`src/rtl/addr_demux_router.sv`:
```
// Single-master, two-slave request router with address decode, ack wait and bus-error timeout.
// Optional ADDR_ALIGN_CHECK_EN: odd addresses are rejected in IDLE with an immediate error completion.
module addr_demux_router #(
  parameter int                           ADDRESS_BUS_WIDTH = 16,
  parameter int                           DATA_BUS_WIDTH    = 16,
  parameter logic [ADDRESS_BUS_WIDTH-1:0] IO_BASE           = 16'hFF00,
  parameter int                           TIMEOUT           = 15
) (
  input  logic                         clk,
  input  logic                         rst,
  input  logic                         m_req,
  input  logic                         m_we,
  input  logic [ADDRESS_BUS_WIDTH-1:0] m_addr,
  input  logic [DATA_BUS_WIDTH-1:0]    m_wdata,
  output logic [DATA_BUS_WIDTH-1:0]    m_rdata,
  output logic                         m_ack,
  output logic                         m_err,
  output logic                         busy,
  output logic                         s0_req,
  output logic                         s0_we,
  output logic [ADDRESS_BUS_WIDTH-1:0] s0_addr,
  output logic [DATA_BUS_WIDTH-1:0]    s0_wdata,
  input  logic [DATA_BUS_WIDTH-1:0]    s0_rdata,
  input  logic                         s0_ack,
  output logic                         s1_req,
  output logic                         s1_we,
  output logic [ADDRESS_BUS_WIDTH-1:0] s1_addr,
  output logic [DATA_BUS_WIDTH-1:0]    s1_wdata,
  input  logic [DATA_BUS_WIDTH-1:0]    s1_rdata,
  input  logic                         s1_ack
);

  localparam int               CNT_W        = $clog2(TIMEOUT + 1);
  localparam logic [CNT_W-1:0] TIMEOUT_LAST = CNT_W'(TIMEOUT - 1);
  localparam logic [CNT_W-1:0] CNT_ONE      = CNT_W'(1);

  typedef enum logic [1:0] {
    ST_IDLE = 2'd0,
    ST_WAIT = 2'd1,
    ST_DONE = 2'd2
  } state_t;

  state_t                       state_q, state_d;
  logic                         we_q, we_d;
  logic                         sel_q, sel_d;
  logic [ADDRESS_BUS_WIDTH-1:0] addr_q, addr_d;
  logic [DATA_BUS_WIDTH-1:0]    wdata_q, wdata_d;
  logic [CNT_W-1:0]             cnt_q, cnt_d;
  logic [DATA_BUS_WIDTH-1:0]    m_rdata_q, m_rdata_d;
  logic                         m_ack_q, m_ack_d;
  logic                         m_err_q, m_err_d;
  logic                         busy_q, busy_d;
  logic                         s0_req_q, s0_req_d, s1_req_q, s1_req_d;
  logic                         s0_we_q, s0_we_d, s1_we_q, s1_we_d;
  logic [ADDRESS_BUS_WIDTH-1:0] s0_addr_q, s0_addr_d, s1_addr_q, s1_addr_d;
  logic [DATA_BUS_WIDTH-1:0]    s0_wdata_q, s0_wdata_d, s1_wdata_q, s1_wdata_d;
  logic                         sel_ack_s;
  logic [DATA_BUS_WIDTH-1:0]    sel_rdata_s;

  // Next-state, transaction latch and completion logic
  always_comb begin
    state_d   = state_q;
    we_d      = we_q;
    sel_d     = sel_q;
    addr_d    = addr_q;
    wdata_d   = wdata_q;
    cnt_d     = cnt_q;
    m_rdata_d = m_rdata_q;
    m_ack_d   = 1'b0;
    m_err_d   = 1'b0;
    if (sel_q) begin
      sel_ack_s   = s1_ack;
      sel_rdata_s = s1_rdata;
    end else begin
      sel_ack_s   = s0_ack;
      sel_rdata_s = s0_rdata;
    end

    case (state_q)
      ST_IDLE: begin
        if (m_req) begin
          we_d    = m_we;
          addr_d  = m_addr;
          wdata_d = m_wdata;
          sel_d   = (m_addr >= IO_BASE);
          cnt_d   = '0;
`ifdef ADDR_ALIGN_CHECK_EN
          if (m_addr[0]) begin
            state_d = ST_DONE;
            m_ack_d = 1'b1;
            m_err_d = 1'b1;
          end else begin
            state_d = ST_WAIT;
          end
`else
          state_d = ST_WAIT;
`endif
        end else begin
          state_d = ST_IDLE;
        end
      end
      ST_WAIT: begin
        // A selected ack in the timeout cycle still counts as a normal completion.
        if (sel_ack_s) begin
          state_d = ST_DONE;
          m_ack_d = 1'b1;
          if (!we_q) begin
            m_rdata_d = sel_rdata_s;
          end else begin
            m_rdata_d = m_rdata_q;
          end
        end else if (cnt_q == TIMEOUT_LAST) begin
          state_d = ST_DONE;
          m_ack_d = 1'b1;
          m_err_d = 1'b1;
          cnt_d   = cnt_q + CNT_ONE;
          if (!we_q) begin
            m_rdata_d = '0;
          end else begin
            m_rdata_d = m_rdata_q;
          end
        end else begin
          cnt_d = cnt_q + CNT_ONE;
        end
      end
      ST_DONE: begin
        state_d = ST_IDLE;
      end
      default: begin
        state_d = ST_IDLE;
      end
    endcase
  end

  // Slave-side outputs follow the next state so they are registered yet aligned with WAIT
  always_comb begin
    busy_d     = (state_d != ST_IDLE);
    s0_req_d   = (state_d == ST_WAIT) && !sel_d;
    s1_req_d   = (state_d == ST_WAIT) && sel_d;
    s0_we_d    = s0_req_d && we_d;
    s1_we_d    = s1_req_d && we_d;
    if (s0_req_d) begin
      s0_addr_d  = addr_d;
      s0_wdata_d = wdata_d;
    end else begin
      s0_addr_d  = '0;
      s0_wdata_d = '0;
    end
    if (s1_req_d) begin
      s1_addr_d  = addr_d;
      s1_wdata_d = wdata_d;
    end else begin
      s1_addr_d  = '0;
      s1_wdata_d = '0;
    end
  end

  // State and output registers
  always_ff @(posedge clk or posedge rst) begin
    if (rst) begin
      state_q    <= ST_IDLE;
      we_q       <= 1'b0;
      sel_q      <= 1'b0;
      addr_q     <= '0;
      wdata_q    <= '0;
      cnt_q      <= '0;
      m_rdata_q  <= '0;
      m_ack_q    <= 1'b0;
      m_err_q    <= 1'b0;
      busy_q     <= 1'b0;
      s0_req_q   <= 1'b0;
      s1_req_q   <= 1'b0;
      s0_we_q    <= 1'b0;
      s1_we_q    <= 1'b0;
      s0_addr_q  <= '0;
      s1_addr_q  <= '0;
      s0_wdata_q <= '0;
      s1_wdata_q <= '0;
    end else begin
      state_q    <= state_d;
      we_q       <= we_d;
      sel_q      <= sel_d;
      addr_q     <= addr_d;
      wdata_q    <= wdata_d;
      cnt_q      <= cnt_d;
      m_rdata_q  <= m_rdata_d;
      m_ack_q    <= m_ack_d;
      m_err_q    <= m_err_d;
      busy_q     <= busy_d;
      s0_req_q   <= s0_req_d;
      s1_req_q   <= s1_req_d;
      s0_we_q    <= s0_we_d;
      s1_we_q    <= s1_we_d;
      s0_addr_q  <= s0_addr_d;
      s1_addr_q  <= s1_addr_d;
      s0_wdata_q <= s0_wdata_d;
      s1_wdata_q <= s1_wdata_d;
    end
  end

  assign m_rdata  = m_rdata_q;
  assign m_ack    = m_ack_q;
  assign m_err    = m_err_q;
  assign busy     = busy_q;
  assign s0_req   = s0_req_q;
  assign s1_req   = s1_req_q;
  assign s0_we    = s0_we_q;
  assign s1_we    = s1_we_q;
  assign s0_addr  = s0_addr_q;
  assign s1_addr  = s1_addr_q;
  assign s0_wdata = s0_wdata_q;
  assign s1_wdata = s1_wdata_q;

endmodule

```
`config.mk`:
```
export PLATFORM = sky130hd
export DESIGN_NAME = addr_demux_router
export DESIGN_NICKNAME = d
export VERILOG_FILES = /design/src/rtl/addr_demux_router.sv
export SDC_FILE = /design/constraint.sdc
export NUM_CORES = 1
export LEC_CHECK = 0
export ABC_AREA = 1
export CORE_ASPECT_RATIO = 0.5
export CORE_MARGIN = 2
export CORE_UTILIZATION = 25
export DETAILED_ROUTE_END_ITERATION = 8
export GPL_TIMING_DRIVEN = 0
export PLACE_DENSITY = 0.57
export SLEW_MARGIN = 20
export SYNTH_ARGS = -nofsm -noshare
export SYNTH_HDL_FRONTEND = slang
export SYNTH_SLANG_ARGS = --single-unit
```
`constraint.sdc`:
```
create_clock -name clk -period 4 [get_ports clk]
set_input_delay 0.6 -clock clk [delete_from_list [all_inputs] [get_ports clk]]
set_output_delay 0.6 -clock clk [all_outputs]
set_load 0.05 [all_outputs]
```
==> flow_results.org, run 1 <==
** Synthesis
- Most numerous cell in the Yosys netlist :: dfrtp_1
- The cell area that synthesis handed to floorplanning was slightly below 5000 µm².
- Leading register cell type out of synthesis :: dfrtp_1
- In this run the biggest area consumer among cell types represents between 60% and 70% of the synthesized area.
- Number of register bits inferred by synthesis :: around 130
- For this run, the register share of the synthesized area comes to ~65%.
- Post-synth EDFFs :: 0
- Synth Area per Inst :: just under 10 µm²
- For this run, the number of Yosys warnings is 0.
- Synth cell count leaders :: 127 x dfrtp_1, 126 x nand2_1, 79 x inv_1
- Net Count, Synth :: approximately 580
- The netlist uses 23 different library cells.
- Counting flops with an async set or reset pin after synthesis yields a share of 100%.
- The largest total area in the synthesized netlist belongs to dfrtp_1.
- After synthesis, the cell types taking the most area are dfrtp_1 65%, nand2_1 9.6%, inv_1 6.0%, nor2_1 4.9%, o21ai_0 2.1%.
- Counting every instance in the synthesized netlist gives slightly above 500.

** STA
- Setup repair after global routing missed its margin :: false
- Tcrit/Tclk final :: between 50% and 60%
- Clock skew on the completed layout was measured at ~0.0075 ns.
- In the post-route analysis, the smallest setup slack over all paths is between 1.5 and 2 ns.
- Hold slack final :: 0.477 ns
- Final number of hold-violating endpoints :: 0
- Top achievable clock speed :: about 460 MHz
- Transition time at the pin with the least slew margin :: 0.560 ns
- The count of final max-slew check failures is 0.
- In this run the tightest slew margin relative to its limit is a little over three fifths.
- The smallest clock period supported by the final layout is computed as ~2.2 ns.
- Total setup violations reported at the end of the flow :: 0

** Power
- Power share of the clock group :: 29.2%
- Across the VDD grid, the largest voltage drop is approximately 0.24 mV.
- The share of total power dissipated in sequential elements is between 30% and 40%.
- PD cells :: approximately 700 nW/µm²
- P_sw :: roughly 2.0 mW
- The internal power of the cells totals around 3.2 mW.
- Net switching is around 39% of the power.
- Fraction of power consumed by combinational cells :: a little under two fifths
- Standby leakage power :: 3.69 nW

** Clock network
- For this design, the sink count on the clock tree is roughly 130.
- For the worst-skew pair, the clock arrives at the later sink with an insertion delay of slightly above 0.4 ns.
- Clock Pin Slew Worst Setup and Hold Paths :: approximately 0.06 ns
- The root buffer cell chosen for the clock tree is clkbuf_16.
- No sink is reached through more buffers than the 2 on the longest clock path.
- Count of hold buffers inserted by post-cts repair :: 0
- Total clock buffers created by CTS :: 17
- Once the clock tree was built, the setup fixing pass inserted 0 buffers.
- The clock tree synthesis step divided the H-tree into 4 levels.
- After clock tree synthesis, the repair step resized 0 gates.
- Clock tree from TritonCTS :: built

** Worst setup path
- Buffers and inverters on the worst path :: 1
- The critical path in this run is classified as reg2out.
- Along the worst path, the maximum fanout reaches 2.
- STA classifies the critical path startpoint as a register.
- The largest individual stage delay along the critical path comes from the cell clkdlybuf4s50_1.
- Required time at the worst-slack endpoint :: 3.40 ns
- Data on the critical path arrives at its endpoint at about 1.6 ns.
- CP max stage delay :: between 0.8 and 0.9 ns
- Crit-path leading delay family :: buffers and inverters
- Critical path capture point type :: primary output
- CP Cell Sequence :: clkdlybuf4s50_1

** Die
- The die covers around 21,000 µm².
- Number of cell rows :: 36
- Once the floorplan was initialized, standard cells occupied roughly a quarter of the core.
- In this run the vertical extent of the chip is 103 µm.
- Pin placement for this block handled 157 I/O pins.
- From left edge to right edge, the die measures between 200 and 250 µm.
- Total core area :: between 15,000 and 20,000 µm²

** Placement
- Setup slack after placement :: ~1.9 ns
- The HPWL after detailed placement is around 9300 µm.
- Placed cell area :: roughly 6800 µm²
- Gp weighted congestion :: 0.745
- During placement, the flow inserted port buffers numbering between 150 and 200.

** Cells and area
- Once layout is complete, the utilization of the core stands at 38.3%.
- Syn-to-layout area delta :: 51.2%
- Antenna Cells :: 0
- After the last flow step, the layout net total stands at 751.
- Fraction of final layout cells sized beyond drive strength 1 :: approximately a tenth
- The finished cells cover 7420 µm².

** Min path
- Path category of the worst min-delay check :: reg2reg

** Route
- After detailed routing, the number of remaining DRC violations is 0.
- Initial DRT Pass Iterations :: 4
- Total wirelength of the detailed-routed design :: between 10,000 and 15,000 µm
- In the final routed layout, each cell accounts on average for 13.8 µm.
- The detailed router placed about 3,800 vias in this run.
- Via density per instance :: roughly 3.9
- After the first detailed-routing iteration, the DRC count stood at ~170.
- Once detail routing completed, the nets flagged for antenna violations numbered 0.

** Status
- Result of the run :: finished clean

** Global route
- The number of global-route vias before repair is roughly 3,700.
- The first global-routing pass estimated approximately 20,000 µm of wire.
- After global routing the overflow that remains totals 0.
- Entering global routing, the biggest net connects 76 pins.
- The number of antenna violations at the first check in global routing came to 0.
- Tot GR Track Use :: approximately 13%

** Run
- Count of max-cap constraint violations :: 0
per-layer routing:
layer / wire [µm] / track usage, % / vias up / share of wire, %
li1: - / - / 1854 / -
met1: 5590 / 15.0 / 1847 / 42
met2: 6910 / 23.0 / 48 / 52
met3: 474 / 3.35 / 18 / 3.6
met4: 191 / 4.60 / 0 / 1.5
met5: 0 / 0 / - / 0
kinds of logic after synthesis:
family | Yosys count | synth area share, %
buffers and inverters | 100 | 9.13
and+or+nand+nor | 221 | 20.0
DFF | 127 | 64.7
adders and majority gates | 2 | 0.510
xor gates and xnor gates | 2 | 0.357
AOI/OAI and AO/OA | 51 | 5.28
metrics by stage:
stage	std cells	setup TNS, ns	total power, mW
after CTS	957	0	5.25
after floorplan	503	0	3.03
after global routing	957	0	5.46
final	957	0	5.18
after detailed placement	926	0	3.71
after global placement	925	-233.07	3.68
cell type report:
class	count	area, µm²
Clock inverter	12	139
Timing Repair Buffer	157	1590
Tap cell	266	333
Multi-Input combinational cell	276	1280
Fill cell	1935	11900
Buffer	19	141
Inverter	81	314
Sequential cell	127	3180
Clock buffer	19	443
state kept, by name (all words and copies together) (netlist names):
signal,count
s0_req,1
busy,1
state_q,2
wdata_q,16
s1_we,1
m_ack,1
addr_q,16
m_err,1
cnt_q,4
s0_wdata,16
sel_q,1
m_rdata,16
s1_addr,16
we_q,1
s1_wdata,16
s0_addr,16
s0_we,1
s1_req,1
worst paths after layout:
check	from	end	slack, ns	cells past startpoint
min in group asynchronous	rst	s1_wdata[2]	0.59	2
worst max-delay path	m_rdata[11]	m_rdata[11]	1.80	1
worst max register to register	cnt_q[0]	m_rdata[0]	2.30	9
worst min-delay path	m_rdata[8]	m_rdata[8]	0.48	2
max in group asynchronous	rst	s0_addr[3]	2.72	3
worst min register to register	m_rdata[8]	m_rdata[8]	0.48	2
cell usage in the layout, fill, tap and decap left out, drive strengths merged:
cell           count
nor2              74
clkinvlp           1
bufinv             2
clkinv             8
dfrtp            127
buf               17
clkdlybuf4s50    156
xor2               2
inv               82
clkbuf            22
o21ai             34
a21oi             17
ha                 2
nand3             13
nand2            134
power groups by stage:
stage          clock network [mW]  registers [mW]  logic [mW]
5_1_grt                      1.61            1.79        2.06
4_1_cts                      1.55            1.76        1.94
6_report                     1.51            1.75        1.91
3_5_place_dp                    0            1.78        1.93
3_3_place_gp                    0            1.77        1.91
2_1_floorplan                   0            2.47       0.557
Note: power is estimated with default switching activity, not from simulation.
==> inputs of run 2 (changes only) <==
==> constraint.sdc (replaced) <==
create_clock -name clk -period 1.9 [get_ports clk]
set_input_delay 0.285 -clock clk [delete_from_list [all_inputs] [get_ports clk]]
set_output_delay 0.285 -clock clk [all_outputs]
set_load 0.05 [all_outputs]
==> run 2 against run 1 <==
Effect of this change:
- combinational power grew 110%
- non-clock buffer count grew 3
- die area is the same
- highest routed layer unchanged
- cell area grew 1.7%
- flip-flop and latch count is the same
- critical path depth is the same
- count of clock-buffer cells in the layout shrank 2
- register-to-register slack lost 2.1 ns
==> flow_results.org, run 2 (synthesized netlist as in run 1, its figures left out) <==
** Worst setup path
- The required time of the critical path was 1.62 ns (-1.78 ns).
- The slowest stage of the critical path belongs to the cell clkdlybuf4s50_1.
- On the critical path the largest part of the delay comes from buffers and inverters.
- The signal on the critical path passes through clkdlybuf4s50_1.
- The critical path is of the reg2out type.
- STA classifies the critical path endpoint as a primary output.
- Buffers and inverters on the worst path :: 1 (unchanged)
- Category of the worst setup path launch point :: register
- The arrival time of the worst setup path is 1.57 ns (-0.03 ns).
- The worst-path maximum fanout was 1 (-1).
- CP max stage delay :: 0.84 ns (+0.02 ns)

** Route
- The detailed-route vias per instance is 3.89 (-1.2%).
- The total DRC errors in the routed layout was 0 (unchanged).
- Initial DRT Pass Iterations :: 4 (unchanged)
- The iteration-0 DRC count of the detailed router is 132 (-23%).
- Final ANT Viol Nets :: 0 (unchanged)
- The routed wirelength normalized by instance count came to 13.7 µm (-0.45%).
- The via count of the routed design is 3,737 (-0.80%).
- The wire length after detailed routing came to 13,200 µm (about the same).

** STA
- Setup repair after global routing left no endpoint under its margin.
- The relative slew slack is 62.1% (-0.42 points).
- Total setup violations reported at the end of the flow :: 0 (unchanged)
- The transition at the pin with the smallest max-transition slack is 0.567 ns (+0.00708 ns).
- Of the available clock period, the critical path in the final layout requires 97.7%.
- The setup clock skew after layout was 0.00892 ns (+0.00145 ns).
- Min cycle time layout :: about 1.9 ns
- The final critical-path setup slack came to 0.0444 ns (-1.76 ns).
- Top achievable clock speed :: 539 MHz
- The final hold violation count was 0 (unchanged).
- The count of final max-slew check failures was 0 (unchanged).

** Min path
- Path category of the worst min-delay check :: in2async

** Clock network
- The number of H-tree levels was 4 (unchanged).
- The post-CTS setup-driven buffer insertion count was 0 (unchanged).
- Number of resized instances in the post-cts repair step :: 4 (+4)
- The clock slew seen by the registers of the worst setup and hold paths was 0.06 ns (about the same).
- Maximum count of clock buffers along a single path :: 2 (unchanged)
- The total CTS buffers was 17 (unchanged).
- The clock latency at the later pin of the worst-skew pair is 0.41 ns (about the same).
- The root buffer cell chosen for the clock tree is clkbuf_16.
- Number of clock sinks seen by CTS :: 127 (unchanged)
- Count of hold buffers inserted by post-cts repair :: 0 (unchanged)
- Clock tree from TritonCTS :: built

** Cells and area
- The library cell used most frequently in the layout, excluding fill and tap cells, is clkdlybuf4s50_1.
- The number of nets in the final layout came to 754 (+0.40%).
- The library cells used most frequently in the layout, excluding fill and tap cells, are 141 x clkdlybuf4s50_1, 127 x dfrtp_1, 126 x nand2_1.
- The share of final-layout standard cells stronger than drive strength 1 is 11.1% (+0.66 points).
- The final antenna diode count was 0 (unchanged).
- Syn-to-layout area delta :: 53.7%

** Die
- Die extent in x :: 202 µm (unchanged)
- The number of placed I/O pins was 157 (unchanged).
- Die area :: 20,800 µm² (unchanged)
- The chip height came to 103 µm (unchanged).
- Effective utilization at floorplan :: 25.3% (unchanged)
- Total core area :: 19,400 µm² (unchanged)
- Number of cell rows :: 36 (unchanged)

** Power
- The leakage component of the power came to 3.91 nW (+6.1%).
- The power per unit of standard cell area came to 1480 nW/µm² (+110%).
- Pwr Total :: 11.1 mW (+120%)
- Max VDD drop :: 0.629 mV (+160%)

** Placement
- The routability congestion estimate from global placement was 0.738 (-0.98%).
- The sum of net half-perimeters after detailed placement was 9560 µm (+2.6%).
- The number of port buffers came to 156 (unchanged).
- Setup slack after placement :: 0.0752 ns (-1.82 ns)

** Global route
- Number of global-route vias before repair :: 3,588 (-1.8%)
- The leftover overflow at the end of global routing was 0 (unchanged).
- Wire length of the first global-routing pass :: 19,700 µm (-1.9%)
- The number of antenna violations at the first check in global routing was 1 (+1).
- Tot GR Track Use :: 12.5% (-0.29 points)
- Largest net degree at the start of global routing :: 35 (-54%)

** Run
- The max capacitance violation total came to 0 (unchanged).

** Status
- Result of the run :: finished clean
[run 2: changes by cell type in the layout (fill, tap and decap cells not counted), moves of 3 or more]
cell             previous run  this run
clkdlybuf4s50_1           156       141
dlymetal6s2s_1              0        11
dlygate4sd2_1               0         4
buf_12                      0         3
clkinv_4                    6         3
inv_6                       1         4
[run 2: cell type report]
cell class                 instances  area, µm²
multi-input combinational        276       1280
inverter                          81        310
tap                              266        333
buffer                            19        141
clock buffer                      17        425
sequential                       127       3180
fill                            1904      11800
clock inverter                    15        200
timing repair buffer             160       1670
[run 2: report_power, final]
group / switching (mW) / leakage, nW / internal [mW]
Sequential: 0.262 / 1.62 / 3.43
Combinational: 2.73 / 1.99 / 1.27
Clock: 1.33 / 0.301 / 2.11
[run 2: worst paths after layout]
check / from / cells past startpoint / slack (ns) / end
hold / removal: rst / 2 / 0.27 / s1_wdata[12]
max in group asynchronous: rst / 5 / 0.67 / s0_wdata[3]
hold reg to reg: m_rdata[14] / 2 / 0.48 / m_rdata[14]
min in group clk: m_rdata[14] / 2 / 0.48 / m_rdata[14]
setup reg to reg: cnt_q[0] / 9 / 0.21 / m_rdata[0]
setup / recovery: s0_wdata[5] / 1 / 0.04 / s0_wdata[5]
[run 2: metrics by stage]
stage	hold slack, ns	TNS (ns)	utilization (%)	std cells	instance area [µm²]
2_1_floorplan	0.444	0	-	503	4910
3_3_place_gp	0.464	-151.86	35.1	925	6810
3_5_place_dp	0.467	0	35.6	929	6890
4_1_cts	0.267	0	38.8	961	7510
5_1_grt	0.301	0	38.9	961	7540
6_report	0.266	0	38.9	961	7540
[run 2: per-layer routing]
metal  track usage (%)  part of all wire [%]  vias to the layer above
li1                  -                     -                     1867
met1              15.7                    45                     1809
met5                 0                     0                        -
met4              3.71                  0.91                        0
met2              21.7                    51                       53
met3              2.94                   2.8                        8
